$ cat src/rtl/ddr_fb_pkg.sv
// Frame-buffer geometry shared by the DDR3 frame-buffer read/write blocks.
// Sizes are in 128-bit words (8 pixels of 16 bpp per word).
package ddr_fb_pkg;

    localparam int FB_H_WORDS      = 160;
    localparam int FB_V_LINES      = 720;
    localparam int FB_WORDS        = FB_H_WORDS * FB_V_LINES;
    localparam int ZOOM_WORDS      = (FB_H_WORDS / 2) * FB_V_LINES;
    localparam int ZOOM_MAX_X_WORD = FB_H_WORDS / 2;
    localparam int ZOOM_MAX_Y      = FB_V_LINES / 2;
    localparam int FB_ADDR_W       = 27;

    function automatic logic [11:0] clamp_u12(input logic [11:0] v, input logic [11:0] lim);
        return (v > lim) ? lim : v;
    endfunction

endpackage

$ cat src/rtl/zoom_read_sequencer_evt_counter.sv
// Generic wrapping event counter: counts evt_i pulses from 0 to MAX_COUNT-1, then wraps.
// at_max_o is combinational so a TLAST derived from it has no extra latency.
module evt_counter #(
    parameter int WIDTH     = 27,
    parameter int MAX_COUNT = 57600
) (
    input  logic             clk_i,
    input  logic             rst_i,
    input  logic             evt_i,
    output logic [WIDTH-1:0] count_o,
    output logic             at_max_o
);

    logic [WIDTH-1:0] count_q;
    logic [WIDTH-1:0] count_d;

    assign at_max_o = (count_q == WIDTH'(MAX_COUNT - 1));
    assign count_o  = count_q;

    always_comb begin
        count_d = count_q;
        if (evt_i) begin
            count_d = at_max_o ? '0 : count_q + WIDTH'(1);
        end
    end

    always_ff @(posedge clk_i) begin
        if (rst_i) begin
            count_q <= '0;
        end else begin
            count_q <= count_d;
        end
    end

endmodule

$ cat src/rtl/zoom_read_sequencer.sv
// DDR3 read-address generator for 2x zoom: scans a half-size window of the frame buffer,
// reading every source line twice, and tracks response index, TLAST and outstanding reads.
module zoom_read_sequencer
    import ddr_fb_pkg::*;
#(
    parameter int H_WORDS = FB_H_WORDS,
    parameter int V_LINES = FB_V_LINES
) (
    input  logic        clk_in,
    input  logic        rst_in,
    input  logic [11:0] zoom_view_x,
    input  logic [10:0] zoom_view_y,
    input  logic        req_evt,
    input  logic        resp_evt,
    output logic [26:0] req_addr,
    output logic [26:0] resp_index,
    output logic        resp_tlast,
    output logic [7:0]  outstanding,
    output logic        underflow_err
);

    localparam int COLS     = H_WORDS / 2;
    localparam int COL_W    = $clog2(COLS);
    localparam int LINE_W   = $clog2(V_LINES);
    localparam int MAX_XW   = H_WORDS / 2;
    localparam int MAX_Y    = V_LINES / 2;

    logic [COL_W-1:0]  req_col_q,  req_col_d;
    logic [LINE_W-1:0] req_line_q, req_line_d;
    logic [26:0]       row_base_q, row_base_d;
    logic [11:0]       x0_q,       x0_d;
    logic [7:0]        outstanding_q, outstanding_d;
    logic              underflow_q,   underflow_d;

    logic        col_last;
    logic        line_last;
    logic        at_origin;
    logic        frame_wrap;
    logic        load_win;
    logic [11:0] win_x0;
    logic [11:0] win_y0;
    logic [26:0] win_row_base;

    assign col_last   = (req_col_q == COL_W'(COLS - 1));
    assign line_last  = (req_line_q == LINE_W'(V_LINES - 1));
    assign at_origin  = (req_col_q == '0) && (req_line_q == '0);
    assign frame_wrap = req_evt && col_last && line_last;
    // The window is sampled while parked at the frame origin, so the first request
    // of a frame always sees zoom inputs from the previous cycle.
    assign load_win   = frame_wrap || (at_origin && !req_evt);

    assign win_x0       = clamp_u12(zoom_view_x >> 3, 12'(MAX_XW));
    assign win_y0       = clamp_u12({1'b0, zoom_view_y}, 12'(MAX_Y));
    assign win_row_base = 27'(win_y0) * 27'(H_WORDS);

    assign req_addr = row_base_q + 27'(x0_q) + 27'(req_col_q);

    always_comb begin
        req_col_d  = req_col_q;
        req_line_d = req_line_q;
        row_base_d = row_base_q;
        x0_d       = x0_q;
        if (req_evt) begin
            if (col_last) begin
                req_col_d = '0;
                if (line_last) begin
                    req_line_d = '0;
                end else begin
                    req_line_d = req_line_q + LINE_W'(1);
                    // Odd output line finished: both copies of this source line are done.
                    if (req_line_q[0]) begin
                        row_base_d = row_base_q + 27'(H_WORDS);
                    end
                end
            end else begin
                req_col_d = req_col_q + COL_W'(1);
            end
        end
        if (load_win) begin
            x0_d       = win_x0;
            row_base_d = win_row_base;
        end
    end

    always_comb begin
        outstanding_d = outstanding_q;
        underflow_d   = underflow_q;
        if (resp_evt && (outstanding_q == '0)) begin
            underflow_d = 1'b1;
        end
        if (req_evt && !resp_evt) begin
            outstanding_d = outstanding_q + 8'd1;
        end else if (resp_evt && !req_evt && (outstanding_q != '0)) begin
            outstanding_d = outstanding_q - 8'd1;
        end
    end

    always_ff @(posedge clk_in) begin
        if (rst_in) begin
            req_col_q     <= '0;
            req_line_q    <= '0;
            row_base_q    <= '0;
            x0_q          <= '0;
            outstanding_q <= '0;
            underflow_q   <= 1'b0;
        end else begin
            req_col_q     <= req_col_d;
            req_line_q    <= req_line_d;
            row_base_q    <= row_base_d;
            x0_q          <= x0_d;
            outstanding_q <= outstanding_d;
            underflow_q   <= underflow_d;
        end
    end

    assign outstanding   = outstanding_q;
    assign underflow_err = underflow_q;

    evt_counter #(
        .WIDTH     (27),
        .MAX_COUNT (ZOOM_WORDS)
    ) u_resp_cnt (
        .clk_i    (clk_in),
        .rst_i    (rst_in),
        .evt_i    (resp_evt),
        .count_o  (resp_index),
        .at_max_o (resp_tlast)
    );

endmodule

$ cat config.mk
export PLATFORM = sky130hd
export DESIGN_NAME = zoom_read_sequencer
export DESIGN_NICKNAME = d
export VERILOG_FILES = /design/src/rtl/ddr_fb_pkg.sv /design/src/rtl/zoom_read_sequencer_evt_counter.sv /design/src/rtl/zoom_read_sequencer.sv
export SDC_FILE = /design/constraint.sdc
export NUM_CORES = 1
export LEC_CHECK = 0
export CAP_MARGIN = 20
export CORE_ASPECT_RATIO = 1.4
export CORE_MARGIN = 2
export CORE_UTILIZATION = 49
export DETAILED_ROUTE_END_ITERATION = 6
export HOLD_SLACK_MARGIN = 0.12
export PLACE_DENSITY = 0.8
export SLEW_MARGIN = 20
export SYNTH_ARGS = -nofsm -noshare
export SYNTH_HDL_FRONTEND = slang
export SYNTH_SLANG_ARGS = --single-unit
$ cat constraint.sdc
create_clock -name clk_in -period 3.1 [get_ports clk_in]
set_input_delay 0.31 -clock clk_in [delete_from_list [all_inputs] [get_ports clk_in]]
set_output_delay 0.31 -clock clk_in [all_outputs]
set_load 0.01 [all_outputs]
# --- After elaboration in Yosys (flattened, before gate mapping) ---
# Index checks and enable logic that the tools add are counted.
totals:
  in_bits: 27
  reg_bits: 92
  word_cells: 59
  out_inout_bits: 64
op_classes:
  n_lt_le_gt_ge: 2
  bitwise_logic: 1
  reduce_logical: 23
  muxes: 12
  n_addsub: 8
  n_eq_ne: 4
  mul: 1
op_table:
  columns: ["operator", "n"]
  rows:
  - ["$mux W20", 5]
  - ["$add A27 B1 Y27 const B", 1]
  - ["$add A27 B12 Y27", 1]
  - ["$add A27 B7 Y27", 1]
  - ["$add A27 B8 Y27 const B", 1]
  - ["$eq A27 B16 Y1 const B", 1]
  - ["$mux W27", 1]
  - ["$mux W8", 2]
  - ["$mul A11 B3 Y14 const B", 1]
  - ["$gt A11 B9 Y1 const B", 1]
  - ["$mux W11", 1]
  - ["$add A10 B1 Y10 const B", 1]
  - ["$eq A10 B10 Y1 const B", 1]
  - ["$logic_not A10 Y1", 1]
  - ["$mux W10", 1]
  - ["$gt A9 B7 Y1 const B", 1]
  - ["$mux W9", 1]
  - ["$add A8 B1 Y8 const B", 1]
  - ["$logic_and A1 B1 Y1", 8]
  - ["$logic_not A8 Y1", 1]
  - ["$reduce_and A4 Y1", 2]
  - ["$reduce_bool A2 Y1", 4]
  - ["$reduce_bool A8 Y1", 1]
  - ["$sub A8 B1 Y8 const B", 1]
  - ["10 further kinds", 11]

# --- Depth between registers and ports, before layout ---
# Gate-level depths: netlist of run 1.
depth:
  word_depth: 6
  ltp_mapped: 16
  mapped_depth_nobuf: 15

# --- Hierarchy ---
# A second synthesis of run 1 with hierarchy kept.
hier_totals:
  hier_cells: 685
  area_unflattened_um2: 5655.4
modules_own_cells:
  columns: ["module", "instances", "cells_each", "area_each_um2"]
  rows:
  - ["zoom_read_sequencer", 1, 525, 4242.8]
  - ["evt_counter", 1, 160, 1412.6]

# --- Worst setup path before layout of run 1 ---
# OpenSTA, ideal clock, no wires.
synth_timing:
  kind: "flip-flop to output port"
  startpoint: "register req_col_q[1]"
  endpoint: "output req_addr[17]"
  required_time_ns: 2.790
  stages_incl_launch_ff: 10
  arrival_ns: 2.743
  slack_ns: 0.047
  cell_sequence: "dfxtp_1 -> ha_1 -> ha_1 -> fa_1 -> a211o_1 -> a2111oi_0 -> nor4b_1 -> nor2_1 -> nor2_1 -> xnor2_1"
synth_via:
  elab_chain_cells: 1
synth_lines:
  columns: ["item", "line_no", "source"]
  rows:
  - ["start: declaration", "zoom_read_sequencer.sv:28", "logic [COL_W-1:0] req_col_q, req_col_d;"]
  - ["start signal: assignment", "zoom_read_sequencer.sv:107", "req_col_q <= req_col_d;"]
  - ["$add A27 B7 Y27", "zoom_read_sequencer.sv:56", "assign req_addr = row_base_q + 27'(x0_q) + 27'(req_col_q);"]
  - ["end: declaration", "zoom_read_sequencer.sv:15", "output logic [26:0] req_addr,"]
# Every way passes these cells.

# --- Worst setup path after layout of run 1 ---
layout_timing:
  startpoint: "register row_base_q[6]"
  endpoint: "output req_addr[18]"
layout_via:
  elab_chain_cells: 2
layout_lines:
  columns: ["item", "line_no", "source"]
  rows:
  - ["start: declaration", "zoom_read_sequencer.sv:30", "logic [26:0] row_base_q, row_base_d;"]
  - ["start signal: assignment", "zoom_read_sequencer.sv:109", "row_base_q <= row_base_d;"]
  - ["$add A27 B12 Y27", "zoom_read_sequencer.sv:56", null]
  - ["$add A27 B7 Y27", "zoom_read_sequencer.sv:56", null]
# Every way passes these cells.

==> flow_summary.ini, run 1 <==
[run_status]
status = finished with violations
violations = negative setup slack

[yosys]
syn_area_sq_um = 5420
synthArstFlopShare_pct = 0
syn-instance-count = 646
synth-simple-area-share_pct = 24.8
synth-main-ff-cell = dfxtp_1
ys_ff_latch = 84
synth_xor_area_share_pct = 14.4
synth_top_family_by_area = simple AND/OR/NAND/NOR gates
syn_area_per_cell_sq_um = 8.40
seq_area_frac_synth_pct = 31.0
synth_warnings = 0
synth_cell_type_count = 58
synth_compound_area_share_pct = 13.6
synth.area.mux_share_pct = 1.85
synthAdderAreaFrac_pct = 11.5
synth-edff-count = 0

[global_route]
grt_overflow = 0
grt_pass1_vias = 5457
grt_pass1_wl_um = 24400
grt_start_max_net_pins = 25
track_usage_pct = 25.0
antenna_found_initial = 0

[critical_path]
cp_num_buf_inv = 2
cp.arrival_ns = 2.97
worstSetupEndpointType = primary output
crit_chain = fa_1 > ha_4 > o21a_1 > a21o_1 > nand2_2 > o31a_1 > buf_4 > or3_1 > xnor2_1 > buf_2
crit_cells = 10
cp_top_family = adder cells
crit_type = register to primary output
critPathLaunchType = register
path_max_fanout = 4
required_ns = 2.79
slowest_stage = fa_1
slowest_delay_ns = 0.51
r2r_cells = 7

[cts]
h-tree-depth = 3
clock-sinks = 84
cts_tree = yes
insertion_delay_ns = 0.34
root_buffer = clkbuf_16
clkTransAtPathRegs_ns = 0.07
cts.path.max_buffers = 2
cts_made_buffers = 9

[placement]
placed_area_sq_um = 6900
io_buffers = 87
dpl.cell_count = 923
gp_congestion = 0.892
post-dp-hpwl_um = 11000

[layout]
num_antenna_cells = 0
design_area_sq_um = 7370
area_growth_pct = 35.9
final_common_cell = nor2_1
fillCellCount = 850
final_cell_mix = nor2_1 (99), dfxtp_1 (79), buf_4 (70)
multiInputGateArea_sq_um = 3770
final_cells = 945
regArea_sq_um = 1690
nets = 873
drive_above_1_share_pct = 19.0

[die]
core_area_sq_um = 10800
initial_core_util_pct = 50.2
die_h_um = 128
die_x_um = 92.9
ioPinCount = 91
rows = 45
fp.dieArea_sq_um = 11900

[drt]
post-route-drc-count = 0
vias = 5326
avgViaCountPerCell = 5.64
drtIter0Drc = 272
antenna_left = 0
wl_um = 14900
dr.pass1.iters = 4
drt-wirelength-per-cell_um = 15.8

[sta]
finalSetupTns_ns = -1.28
skew_ns = 0.00650
hold_viol = 0
period_share_pct = 106
slew_viol_final = 0
fmax_mhz = 305
tightest_slew_ns = 0.872
finalCriticalPeriod_ns = 3.28
rsz0062_at_grt = yes
fin_ws_ns = -0.179
setup_viol = 14
slew-limit-headroom_pct = 41.6

[pwr]
vdd_ir_drop_max_mv = 0.310
p_leak_uw = 0.00315
power_density_nw_per_um2 = 450
total_power_uw = 3320

[run]
cap_violations = 0

[min_path]
holdPathStages = 1
holdCritPathClass = register to register
[layer usage]
layer | up-vias | track usage (%) | part of all wire [%]
li1 | 2589 | - | -
met1 | 2541 | 25.5 | 37
met2 | 156 | 48.7 | 55
met3 | 40 | 4.27 | 4.1
met4 | 0 | 11.3 | 3.2
met5 | - | 0 | 0
[repair_timing]
item | CTS | global route
pin swaps | 22 | 12
buffers inserted | 4 | 3
endpoints found under the setup margin | 21 | 23
resized for setup | 101 | 22
hold endpoints to repair | 0 | 0
cloned | 0 | 0
hold buffers | 0 | 0
[metrics by stage]
step,hold WS [ns],util (%),worst slack (ns)
4_1_cts,0.470,67.3,-0.180
3_5_place_dp,0.453,63.8,-0.465
6_report,0.468,68.2,-0.179
3_3_place_gp,0.447,63.8,-0.393
2_1_floorplan,0.434,-,0.0465
5_1_grt,0.491,68.2,-0.249
[cell type report]
type	instances	share of cell area [%]
Clock buffer	9	3.06
Tap cell	141	2.39
Multi-Input combinational cell	526	51.2
Clock inverter	7	1.34
Inverter	18	0.917
Sequential cell	84	22.9
Timing Repair Buffer	160	18.2
[report_power, final]
part	internal (uW)	switching, uW
registers	1150	89.4
logic	459	442
clock network	710	463
total	2320	995
[cells in the mapped netlist, drive strengths merged (12+ instances only)]
cell / count / area share (%)
inv: 18 / 1.2
nand4: 14 / 1.6
dfxtp: 84 / 31
nand3: 23 / 2.1
o21ai: 18 / 1.7
clkbuf: 15 / 1.0
a21oi: 26 / 2.4
nor3: 24 / 2.3
and3: 12 / 1.4
ha: 42 / 9.7
xor2: 53 / 8.6
xnor2: 36 / 5.8
nor2: 102 / 7.1
nand2: 40 / 2.8
[flip-flops by register name, indices dropped and copies added, names as in the netlist]
name and cells:
x0_q 9, outstanding 8, underflow_err 1, req_line_q 10, u_resp_cnt.count_o 27, req_col_q 7
row_base_q 22
[kinds of logic after synthesis]
logic type,after synthesis
AO/OA/AOI/OAI,103
adder cells (fa/ha/maj),47
other,1
AND/OR/NAND/NOR,274
buffers and inverters,38
XOR/XNOR,89
multiplexers,10
flip-flops,84
[final timing paths]
path / startpoint / end / slack (ns)
setup / recovery: row_base_q[6] / req_addr[18] / -0.18
setup reg to reg: req_col_q[6] / row_base_q[14] / 0.49
hold reg to reg: x0_q[7] / x0_q[7] / 0.47
hold / removal: x0_q[7] / x0_q[7] / 0.47
No activity file was read; power rests on OpenSTA's default activity.
==> run 2: changes to the inputs <==
Settings changed: CELL_PAD_IN_SITES_DETAIL_PLACEMENT from default to 1, CELL_PAD_IN_SITES_GLOBAL_PLACEMENT from default to 2, CORE_UTILIZATION 49 to 29.
==> run 2 against run 1 <==
The run still ends with negative setup slack left. Sequential share of layout area shrank 0.96 points. Global-route usage shrank 7.9 points. Wire length up 12%. Design area is 4.5% higher. Critical path type unchanged. Critical endpoint unchanged. Largest power group is now clock.
==> flow_summary.ini, run 2 (synthesis gave the netlist of run 1 again) <==
[run_status]
status = finished with violations
violations = negative setup slack

[sta]
slew_viol_final = 0
hold_viol = 0
rsz0062_at_grt = yes
finalSetupTns_ns = -1.61
setup_viol = 16
fin_ws_ns = -0.181
tightest_slew_ns = 0.770
hold_ws_ns = 0.473
finalCriticalPeriod_ns = 3.28
skew_ns = 0.00878
fmax_mhz = 305
period_share_pct = 106
slew-limit-headroom_pct = 48.5

[drt]
avgViaCountPerCell = 4.97
wl_um = 16800
post-route-drc-count = 0
antenna_left = 0
drtIter0Drc = 185
vias = 5278
drt-wirelength-per-cell_um = 15.8
dr.pass1.iters = 4

[global_route]
antenna_found_initial = 0
track_usage_pct = 17.1
grt_pass1_wl_um = 27800
grt_start_max_net_pins = 28
grt_pass1_vias = 5815
grt_overflow = 0

[die]
die_x_um = 120
core_area_sq_um = 18500
ioPinCount = 91
fp.dieArea_sq_um = 19800
die_h_um = 166
rows = 59
initial_core_util_pct = 29.4

[critical_path]
worstReg2RegStart = req_col_q[6]
path_max_fanout = 5
cp_num_buf_inv = 2
crit_chain = fa_1 > ha_4 > o21a_1 > a21o_1 > nand2_2 > o31a_1 > buf_4 > or3_1 > xnor2_1 > buf_2
slowest_stage = fa_1
crit_cells = 10
crit_start = x0_q[6]
cp-endpoint = req_addr[18]
crit_type = register to primary output
r2r_cells = 7
cp_top_family = adder cells
required_ns = 2.79
timing.rr.end = row_base_q[14]
cp.arrival_ns = 2.97
slowest_delay_ns = 0.53
worstSetupEndpointType = primary output
critPathLaunchType = register
r2r_slack_ns = 0.44

[layout]
area_growth_pct = 42.0
largest_reg_flops = 27
final_common_cell = nor2_1
nets = 886
final_cell_mix = nor2_1 (96), buf_4 (81), dfxtp_1 (77)
multiInputGateArea_sq_um = 3830
regArea_sq_um = 1690
drive_above_1_share_pct = 21.3
fillCellCount = 2164
num_antenna_cells = 0
final_cells = 1061

[cts]
root_buffer = clkbuf_16
clkTransAtPathRegs_ns = 0.07
cts_made_buffers = 9
h-tree-depth = 3
ctsHoldBuffers = 0
cts.path.max_buffers = 2
insertion_delay_ns = 0.34
cts_tree = yes
clock-sinks = 84

[placement]
pre_cts_slack_ns = -0.540
dpl.cell_count = 1038
gp_congestion = 0.812
io_buffers = 87
post-dp-hpwl_um = 13000

[pwr]
vdd_ir_drop_max_mv = 0.242
p_leak_uw = 0.00321
power_density_nw_per_um2 = 446

[run]
cap_violations = 0

[min_path]
holdCritPathClass = register to register
[run 2: cell count changes in the layout (fill, tap and decap cells not counted), sizes merged]
cell and change:
buf +12, bufinv +1, clkbuf -1, clkdlybuf4s15 +1, clkdlybuf4s50 +1, clkinv -2, dlygate4sd2 +1, dlymetal6s2s -1
inv +1
[run 2: worst min path at each step]
| stage | startpoint | endpoint | slack (ns) | cells past startpoint |
|---|---|---|---|---|
| floorplan | x0_q[7] | x0_q[7] | 0.43 | 1 |
| global placement | x0_q[8] | x0_q[8] | 0.45 | 1 |
| detailed placement | x0_q[7] | x0_q[7] | 0.46 | 1 |
| CTS | x0_q[7] | x0_q[7] | 0.47 | 1 |
| global route | x0_q[7] | x0_q[7] | 0.51 | 1 |
| finish | x0_q[7] | x0_q[7] | 0.47 | 1 |
[run 2: timing repair]
action	4_1_cts	5_1_grt
pin swaps	24	17
setup buffers	4	4
gates resized for setup	102	32
endpoints found under the setup margin	22	24
[run 2: cell type report]
cell class,count,area share [%]
clock buffers,9,2.92
clock inverters,7,1.59
inverters,18,0.877
multi-input cells,526,49.8
flip-flops and latches,84,21.9
well taps,244,3.96
repair buffers,173,18.9
[run 2: stage by stage]
| stage | cell area [sq um] | util (%) | total power, uW |
|---|---|---|---|
| CTS | 7550 | 40.9 | 3490 |
| global route | 7700 | 41.7 | 3640 |
| finish | 7700 | 41.7 | 3440 |
| floorplan | 5430 | - | 1790 |
| global placement | 7120 | 38.6 | 2150 |
| detailed placement | 7120 | 38.6 | 2180 |
[run 2: power by group]
group          switching [uW]  internal (uW)  total (uW)
Sequential               89.9           1150        1240
Clock                     487            795        1280
Combinational             439            472         912
[run 2: per-layer routing]
metal,track usage (%),routed length (um),vias up
li1,-,-,2606
met1,17.2,6440,2563
met2,34.4,9440,86
met3,3.33,516,23
met4,4.91,350,0
met5,0,0,-
[run 2: worst reg2reg max path: cells and delay by family, from the launching register on]
family	cells	cell delay [ns]
and+or+nand+nor	3	1.20
DFF	1	0.33
buffers and inverters	2	0.37
AOI/OAI and AO/OA	2	0.65
==> run 3: changes to the inputs <==
Settings changed: CAP_MARGIN 20 to 30, CTS_CLUSTER_DIAMETER from default to 60.
==> results of run 3 <==
Same layout as run 2: the final DEF is identical, and so are final timing and power.
